===== src/rtl/arm_execute_pipe_pkg.sv =====
// Shared encodings for the ARM-subset execute slice: ALU commands, shift types,
// status-register bit positions and the ID/EX register layout.
package arm_execute_pipe_pkg;

    typedef enum logic [3:0] {
        EXE_NOP = 4'b0000,
        EXE_MOV = 4'b0001,
        EXE_ADD = 4'b0010,
        EXE_ADC = 4'b0011,
        EXE_SUB = 4'b0100,
        EXE_SBC = 4'b0101,
        EXE_AND = 4'b0110,
        EXE_ORR = 4'b0111,
        EXE_EOR = 4'b1000,
        EXE_MVN = 4'b1001
    } exe_cmd_e;

    typedef enum logic [1:0] {
        SH_LSL = 2'b00,
        SH_LSR = 2'b01,
        SH_ASR = 2'b10,
        SH_ROR = 2'b11
    } shift_e;

    localparam int SR_N = 3;
    localparam int SR_Z = 2;
    localparam int SR_C = 1;
    localparam int SR_V = 0;

    typedef struct packed {
        logic        wb_en;
        logic        mem_r_en;
        logic        mem_w_en;
        logic        b;
        logic        s;
        logic        imm;
        logic [3:0]  exe_cmd;
        logic [31:0] pc;
        logic [31:0] val_rn;
        logic [31:0] val_rm;
        logic [11:0] shift_operand;
        logic [23:0] signed_imm_24;
        logic [3:0]  dest;
    } id_ex_t;

endpackage


===== src/rtl/arm_execute_pipe_val2_generator.sv =====
// Second ALU operand: memory offset, rotated 8-bit immediate, or shifted Rm.
module val2_generator
    import arm_execute_pipe_pkg::*;
(
    input  logic        mem_en,
    input  logic        imm,
    input  logic [11:0] shift_operand,
    input  logic [31:0] val_rm,
    output logic [31:0] val2
);

    logic [4:0]  rot;
    logic [4:0]  amt;
    logic [63:0] imm_rot;
    logic [63:0] rm_rot;

    assign rot = {shift_operand[11:8], 1'b0};
    assign amt = shift_operand[11:7];

    // Rotations fall out of shifting a doubled word and keeping the low half.
    assign imm_rot = {24'd0, shift_operand[7:0], 24'd0, shift_operand[7:0]} >> rot;
    assign rm_rot  = {val_rm, val_rm} >> amt;

    always_comb begin
        val2 = val_rm;
        if (mem_en) begin
            val2 = {20'd0, shift_operand};
        end else if (imm) begin
            val2 = imm_rot[31:0];
        end else begin
            case (shift_operand[6:5])
                SH_LSL:  val2 = val_rm << amt;
                SH_LSR:  val2 = val_rm >> amt;
                SH_ASR:  val2 = $signed(val_rm) >>> amt;
                default: val2 = rm_rot[31:0];
            endcase
        end
    end

endmodule


===== src/rtl/arm_execute_pipe.sv =====
// Execute slice: ID/EX register, Val2/ALU/branch adder, NZCV register, EX/MEM register.
module arm_execute_pipe
    import arm_execute_pipe_pkg::*;
(
    input  logic        clk,
    input  logic        rst,
    input  logic        flush,
    input  logic        wb_en_in,
    input  logic        mem_r_en_in,
    input  logic        mem_w_en_in,
    input  logic        b_in,
    input  logic        s_in,
    input  logic        imm_in,
    input  logic [3:0]  exe_cmd_in,
    input  logic [31:0] pc_in,
    input  logic [31:0] val_rn_in,
    input  logic [31:0] val_rm_in,
    input  logic [11:0] shift_operand_in,
    input  logic [23:0] signed_imm_24_in,
    input  logic [3:0]  dest_in,
    output logic [3:0]  exe_dest,
    output logic        exe_wb_en,
    output logic        branch_taken,
    output logic [31:0] br_addr,
    output logic [3:0]  sr,
    output logic        mem_wb_en,
    output logic        mem_r_en,
    output logic        mem_w_en,
    output logic [31:0] alu_result,
    output logic [31:0] st_val,
    output logic [3:0]  mem_dest
);

    id_ex_t      id_ex;
    logic [31:0] val2;
    logic [31:0] res;
    logic [32:0] wide;
    logic        c_next;
    logic        v_next;
    logic        cin;

    always_ff @(posedge clk) begin
        if (rst || flush) begin
            id_ex <= '0;
        end else begin
            id_ex <= '{wb_en_in, mem_r_en_in, mem_w_en_in, b_in, s_in, imm_in, exe_cmd_in,
                       pc_in, val_rn_in, val_rm_in, shift_operand_in, signed_imm_24_in, dest_in};
        end
    end

    assign exe_dest     = id_ex.dest;
    assign exe_wb_en    = id_ex.wb_en;
    assign branch_taken = id_ex.b;
    assign br_addr      = id_ex.pc + {{6{id_ex.signed_imm_24[23]}}, id_ex.signed_imm_24, 2'b00};

    val2_generator u_val2 (
        .mem_en        (id_ex.mem_r_en | id_ex.mem_w_en),
        .imm           (id_ex.imm),
        .shift_operand (id_ex.shift_operand),
        .val_rm        (id_ex.val_rm),
        .val2          (val2)
    );

    always_comb begin
        res    = '0;
        wide   = '0;
        cin    = 1'b0;
        c_next = sr[SR_C];
        v_next = sr[SR_V];
        case (id_ex.exe_cmd)
            EXE_MOV: res = val2;
            EXE_MVN: res = ~val2;
            EXE_ADD, EXE_ADC: begin
                cin    = (id_ex.exe_cmd == EXE_ADC) ? sr[SR_C] : 1'b0;
                wide   = {1'b0, id_ex.val_rn} + {1'b0, val2} + {32'd0, cin};
                res    = wide[31:0];
                c_next = wide[32];
                v_next = (id_ex.val_rn[31] == val2[31]) && (res[31] != id_ex.val_rn[31]);
            end
            EXE_SUB, EXE_SBC: begin
                // SBC borrows one extra when C is clear; carry out is NOT borrow.
                cin    = (id_ex.exe_cmd == EXE_SBC) ? ~sr[SR_C] : 1'b0;
                wide   = {1'b0, id_ex.val_rn} - {1'b0, val2} - {32'd0, cin};
                res    = wide[31:0];
                c_next = ~wide[32];
                v_next = (id_ex.val_rn[31] != val2[31]) && (res[31] != id_ex.val_rn[31]);
            end
            EXE_AND: res = id_ex.val_rn & val2;
            EXE_ORR: res = id_ex.val_rn | val2;
            EXE_EOR: res = id_ex.val_rn ^ val2;
            default: res = '0;
        endcase
    end

    always_ff @(posedge clk) begin
        if (rst) begin
            sr <= '0;
        end else if (id_ex.s) begin
            sr <= {res[31], (res == 32'd0), c_next, v_next};
        end
    end

    always_ff @(posedge clk) begin
        if (rst) begin
            mem_wb_en  <= 1'b0;
            mem_r_en   <= 1'b0;
            mem_w_en   <= 1'b0;
            alu_result <= '0;
            st_val     <= '0;
            mem_dest   <= '0;
        end else begin
            mem_wb_en  <= id_ex.wb_en;
            mem_r_en   <= id_ex.mem_r_en;
            mem_w_en   <= id_ex.mem_w_en;
            alu_result <= res;
            st_val     <= id_ex.val_rm;
            mem_dest   <= id_ex.dest;
        end
    end

endmodule


===== config.mk =====
export PLATFORM = sky130hd
export DESIGN_NAME = arm_execute_pipe
export DESIGN_NICKNAME = d
export VERILOG_FILES = /design/src/rtl/arm_execute_pipe_pkg.sv /design/src/rtl/arm_execute_pipe_val2_generator.sv /design/src/rtl/arm_execute_pipe.sv
export SDC_FILE = /design/constraint.sdc
export NUM_CORES = 1
export LEC_CHECK = 0
export BUFFER_PORTS_ARGS = -buffer_cell sky130_fd_sc_hd__buf_2
export CELL_PAD_IN_SITES_DETAIL_PLACEMENT = 0
export CELL_PAD_IN_SITES_GLOBAL_PLACEMENT = 2
export CORE_MARGIN = 2
export CORE_UTILIZATION = 32
export CTS_CLUSTER_SIZE = 14
export DETAILED_ROUTE_END_ITERATION = 8
export PLACE_DENSITY = 0.8
export SYNTH_ARGS = -nofsm -noshare
export SYNTH_HDL_FRONTEND = slang
export SYNTH_HIERARCHICAL = 1
export SYNTH_SLANG_ARGS = --single-unit

===== constraint.sdc =====
create_clock -name clk -period 6.05 [get_ports clk]
set_input_delay 0.9075 -clock clk [delete_from_list [all_inputs] [get_ports clk]]
set_output_delay 0.9075 -clock clk [all_outputs]
set_load 0.005 [all_outputs]

==> Word level (Yosys, flattened, before mapping) <==
Cells that the tools add are included.
{ "word_totals": {"regBits": 221, "latchBits": 0, "ram_bits": 0, "romBits": 0, "in_bits": 149, "out_inout_bits": 113, "elab_cells": 70, "memories": 0} }
{ "op_classes": {"n_addsub": 5, "multipliers": 0, "div": 0, "magnitude_cmp": 0, "eq_ne": 15, "shift": 5, "n_mux": 8, "bitwise": 7, "reduce_logical": 9} }
{ "op_table": {"columns": ["cell", "n"], "rows": [
  ["case mux 32 bit (7 select lines)", 1],
  ["case mux 32 bit (3 select lines)", 1],
  ["two-way mux 32 bit", 2],
  [">> shifter 64 x 5 -> 32 bit", 1],
  [">> shifter 40 x 5 -> 32 bit", 1],
  ["adder 32 x 32 -> 33 bit", 1],
  ["adder 33 x 1 -> 33 bit", 1],
  ["subtractor 32 x 32 -> 33 bit", 1],
  ["subtractor 33 x 1 -> 33 bit", 1],
  ["adder 32 bit", 1],
  ["AND 32 bit", 1],
  ["logical NOT 32 bit", 1],
  ["NOT 32 bit", 1],
  ["OR 32 bit", 1],
  ["<< shifter 32 x 5 -> 32 bit", 1],
  [">> shifter 32 x 5 -> 32 bit", 1],
  [">>> shifter 32 x 5 -> 32 bit", 1],
  ["XOR 32 bit", 1],
  ["equality test 4 x 3 -> 1 bit (second input constant)", 4],
  ["equality test 4 x 2 -> 1 bit (second input constant)", 2],
  ["equality test 4 bit (second input constant)", 2],
  ["equality test 4 x 1 -> 1 bit (second input constant)", 1],
  ["case mux 1 bit (2 select lines)", 2],
  ["OR reduction 2 bit", 2],
  ["12 further kinds", 17]
]} }

==> Logic depth before layout (Yosys ltp) <==
{ "logic_depth": {"depth_word": 9, "ltp_mapped": 26, "mapped_depth_nobuf": 22} }

==> Modules after synthesis <==
Netlist, hierarchy kept.
{ "by_module_without_submodules": {"columns": ["module", "instances", "cells_per_inst", "area_each_um2"], "rows": [
  ["arm_execute_pipe", 1, 1619, 13828.3],
  ["val2_generator", 1, 900, 6601.3]
]} }

==> Least setup slack after synthesis <==
OpenSTA, ideal clock, no wires.
{ "synth_path": {"path_type": "flip-flop to flip-flop", "from": "register id_ex[35] (netlist name)", "to": "register sr[2]", "setup_time_ns": 0.060, "arrival_time_ns": 5.629, "path_slack_ns": 0.361, "path_stages_with_launch": 27, "path_buffers": 4, "cell_sequence": "dfxtp_1 > buf_6 > buf_8 > buf_6 > buf_8 > mux2i_1 > mux4_2 > a21oi_1 > nand2_1 > o211a_1 > o21ai_1 > fa_1 > inv_1 > ha_1 > nor2_1 > fa_1 > nand2b_1 > a21boi_1 > or3_1 > a32o_2 > a21oi_2 > a211oi_2 > xnor2_1 > a211o_1 > or4_1 > nor4_1 > a41o_1"} }
{ "synth_between": {"elab_chain_cells": 8} }
{ "synth_lines": {"columns": ["item", "line", "rtl"], "rows": [
  ["start: declaration", "arm_execute_pipe.sv:34", "id_ex_t id_ex;"],
  ["start signal: assignment", "arm_execute_pipe.sv:46", "id_ex <= '{wb_en_in, mem_r_en_in, mem_w_en_in, b_in, s_in, imm_in, exe_cmd_in,"],
  [">> shifter 64 x 5 -> 32 bit (tied with other cells)", "arm_execute_pipe_val2_generator.sv:22", "assign rm_rot = {val_rm, val_rm} >> amt;"],
  ["case mux 32 bit (3 select lines) (*)", "arm_execute_pipe_val2_generator.sv:31", "case (shift_operand[6:5])"],
  ["two-way mux 32 bit (*)", "arm_execute_pipe_val2_generator.sv:28", "end else if (imm) begin"],
  ["two-way mux 32 bit (*)", "arm_execute_pipe_val2_generator.sv:26", "if (mem_en) begin"],
  ["via val2[0]", "arm_execute_pipe.sv:35", "logic [31:0] val2;"],
  ["subtractor 32 x 32 -> 33 bit or adder 32 x 32 -> 33 bit (tied branches)", "arm_execute_pipe.sv:83, arm_execute_pipe.sv:75", null],
  ["subtractor 33 x 1 -> 33 bit or adder 33 x 1 -> 33 bit (tied branches)", "arm_execute_pipe.sv:83, arm_execute_pipe.sv:75", null],
  ["case mux 32 bit (7 select lines) (*)", "arm_execute_pipe.sv:70", "case (id_ex.exe_cmd)"],
  ["logical NOT 32 bit (*)", "arm_execute_pipe.sv:99", "sr <= {res[31], (res == 32'd0), c_next, v_next};"],
  ["end signal: assignment", "arm_execute_pipe.sv:99", null],
  ["end: declaration", "arm_execute_pipe.sv:25", "output logic [3:0] sr,"]
]} }
Mark *: on every way through the listed nets, which the timed path passes. The rest lies on a longest branch.
A chain may end at the register's enable or synchronous reset.

==> Worst setup path after layout <==
Same ends and word-level chain as after synthesis.

==> impl_metrics.yaml <==
finish:
  fill_cells: 6501
  n_antenna_cell: 0
  drive_gt1_frac: 0.338
  multi_input_area_mm2: 0.0155
  syn_to_final_growth_pct: 35.7
  regArea_mm2: 0.00444
  utilization: 0.440
  nets: 3416
  fin_cells: 3973
sta:
  setup_viol: 0
  finalHoldViolCount: 0
  clock.fmax_ghz: 0.169
  hold_slack_ps: 461
  slew_violations: 0
  max_slew_margin: 0.429
  clock_skew_ps: 8.48
  setup_ws_ps: 140
  final.min_clock_period_ps: 5910
  tns_ps: 0
  finalCritPeriodShare: 0.977
  worst_pin_slew_ps: 855
clocking:
  clock_latency_ps: 590
  clock_path_buffers: 3
  cts_tree: "yes"
  cts.sinks: 221
  cts_buffers: 26
  clk_pin_slew_worst_paths_ps: 60
  cts_hold_buffers: 0
  root_buffer: "clkbuf_16"
  cts_max_level: 1
routing:
  ant_nets: 0
  vias: 22622
  dr.first_iter.drc_count: 2215
  drc: 0
  via_per_inst: 5.69
  wirelength_um: 103000
  wl_per_cell_um: 25.9
  drtPass1Iterations: 6
synth:
  avgSynthCellArea_um2: 8.11
  ys_ff_latch: 221
  synth_ff_type: "dfxtp_1"
  syn_inst: 2519
  syn-cell-area_mm2: 0.0204
  synth_nets: 2828
  synth.most_common_cell: "dfxtp_1"
  synthArstFlopShare: 0
  yosys_warnings: 6
  yosys.area.top_type: "dfxtp_1"
  synthTopCellsByCount: "dfxtp_1, nand2_1, and2_1"
  synth_area_leaders: "dfxtp_1, ha_1, mux2i_1, and2_1, mux4_2"
  ys_types: 100
  yosysSeqAreaShare: 0.217
  synth_edf_count: 0
  synth_top_area_share: 0.217
die:
  die_area_mm2: 0.0659
  die_y_um: 257
  initial_core_util: 0.324
  rows: 92
  die_w_um: 257
  io_pins: 262
  coreArea_mm2: 0.0631
critical_path:
  setup.worst_path.start_class: "flip-flop"
  crit_fanout: 6
  critPathKind: "reg2reg"
  critical_path_arrival_ps: 6440
  r2r_cells: 24
  crit-reg2reg-launch: "id_ex[35]$_SDFF_PP0_"
  endpoint_kind: "flip-flop"
  r2r-end: "sr[2]$_SDFFE_PP0P_"
  worstPathRequired_ps: 6580
  r2r_setup_slack_ps: 140
placed_design:
  place_congestion: 1.00
  dp.cells: 3890
  pre_cts_slack_ps: -424
  io_buffer_count: 261
  dp_hpwl_um: 81300
global_routing:
  grt_pass1_wl_um: 148000
  grtUsageTotal: 0.298
  grt_max_degree: 125
  grt_pass1_vias: 22270
  antenna_found_initial: 2
  overflow: 0
min_path:
  hp-start: "id_ex[143]$_SDFF_PP0_"
  min_to: "mem_w_en$_SDFF_PP0_"
  worstHoldPathCells: 1
  hold_path.class: "reg2reg"
pwr:
  ir_drop_mv: 0.223
  power_density_mw_per_mm2: 213
  leakage_nw: 12.1
run:
  drv_cap: 0
outcome:
  status: "finished, final reports clean"
worst max-delay path by stage:
stage / start / endpoint / slack [ps] / cells after the start
floorplan: id_ex[35]$_SDFF_PP0_ / sr[2]$_SDFFE_PP0P_ / 360 / 26
global placement: id_ex[35]$_SDFF_PP0_ / sr[2]$_SDFFE_PP0P_ / -320 / 24
detailed placement: id_ex[35]$_SDFF_PP0_ / sr[2]$_SDFFE_PP0P_ / -420 / 24
CTS: id_ex[35]$_SDFF_PP0_ / sr[2]$_SDFFE_PP0P_ / 3 / 22
global route: id_ex[35]$_SDFF_PP0_ / sr[3]$_SDFFE_PP0P_ / -20 / 27
finish: id_ex[35]$_SDFF_PP0_ / sr[2]$_SDFFE_PP0P_ / 140 / 24
worst max-delay path, stage by stage (launching register included):
cell	delay [ps]
dfxtp_4	400
buf_12	120
buf_12	110
mux4_2	510
mux2_4	320
a222oi_1	360
buf_4	230
a221oi_2	90
o311a_4	440
buf_6	140
ha_1	180
inv_1	100
ha_4	150
a21oi_1	80
o21ai_1	310
nand4_1	190
a32o_2	400
a21oi_4	220
buf_12	130
a211oi_4	50
xnor2_1	130
a211o_1	280
or4_4	530
nor4_4	160
a41o_1	200
layout make-up:
class | instances | share of cell area
Clock buffer | 29 | 0.0246
Clock inverter | 19 | 0.00839
Inverter | 129 | 0.0175
Multi-Input combinational cell | 1969 | 0.558
Sequential cell | 221 | 0.160
Tap cell | 846 | 0.0382
Timing Repair Buffer | 760 | 0.194
routing by layer:
layer	GRT usage	wire, um
met3	0.0414	7010
met4	0.155	6150
met2	0.494	47600
met5	0	24
met1	0.375	41900
sequential cells by signal, indices dropped and copies added (netlist names):
signal,count
alu_result,32
mem_w_en,1
branch_taken,1
id_ex,140
exe_wb_en,1
mem_dest,4
sr,4
st_val,32
exe_dest,4
mem_wb_en,1
mem_r_en,1
cell usage in the layout, fill, tap and decap left out, types with 11 or more instances in the layout:
| cell | n |
|---|---|
| a211oi_1 | 27 |
| a21o_1 | 34 |
| a21oi_1 | 147 |
| a22oi_1 | 28 |
| a31oi_1 | 34 |
| and2_1 | 156 |
| buf_12 | 18 |
| buf_2 | 260 |
| buf_4 | 469 |
| clkbuf_16 | 28 |
| dfxtp_1 | 215 |
| ha_1 | 137 |
| ha_4 | 16 |
| inv_1 | 121 |
| mux2_2 | 44 |
| mux2i_1 | 99 |
| mux4_2 | 43 |
| nand2_1 | 175 |
| nand2b_1 | 33 |
| nand3_1 | 48 |
| nand4_1 | 19 |
| nor2_1 | 153 |
| nor2b_1 | 76 |
| nor3_1 | 47 |
| o211ai_1 | 23 |
| o21a_1 | 22 |
| o21ai_0 | 101 |
| o21ai_1 | 11 |
| o221ai_1 | 22 |
| o22ai_1 | 42 |
| o31ai_1 | 14 |
| or2_2 | 16 |
| xnor2_1 | 54 |
| xor2_1 | 39 |
where the power goes:
part	internal [W]	total (W)	switching, W
combinational	0.00121	0.00266	0.00145
clock	0.000987	0.00167	0.000683
sequential	0.00152	0.00157	0.0000469
total	0.00372	0.00590	0.00218
per-stage QoR:
stage	area (um^2)	power (W)
after floorplan	20400	0.00289
after global placement	25600	0.00395
after detailed placement	25600	0.00395
after CTS	26800	0.00573
after global routing	27700	0.00619
final	27700	0.00590
kinds of logic after synthesis:
logic type,after synthesis,share of synthesized area
flops,221,0.217
mux,205,0.134
xor+xnor,95,0.0407
fa+ha+maj,160,0.0998
simple gates,803,0.202
compound gates,706,0.238
buf+inv,329,0.0689
timing repair:
item,CTS,global route
pin swaps,13,38
gates cloned,1,2
gates resized for setup,49,128
setup endpoints to repair,6,6
setup buffers,6,27
Power figures use the tool's default switching activity.
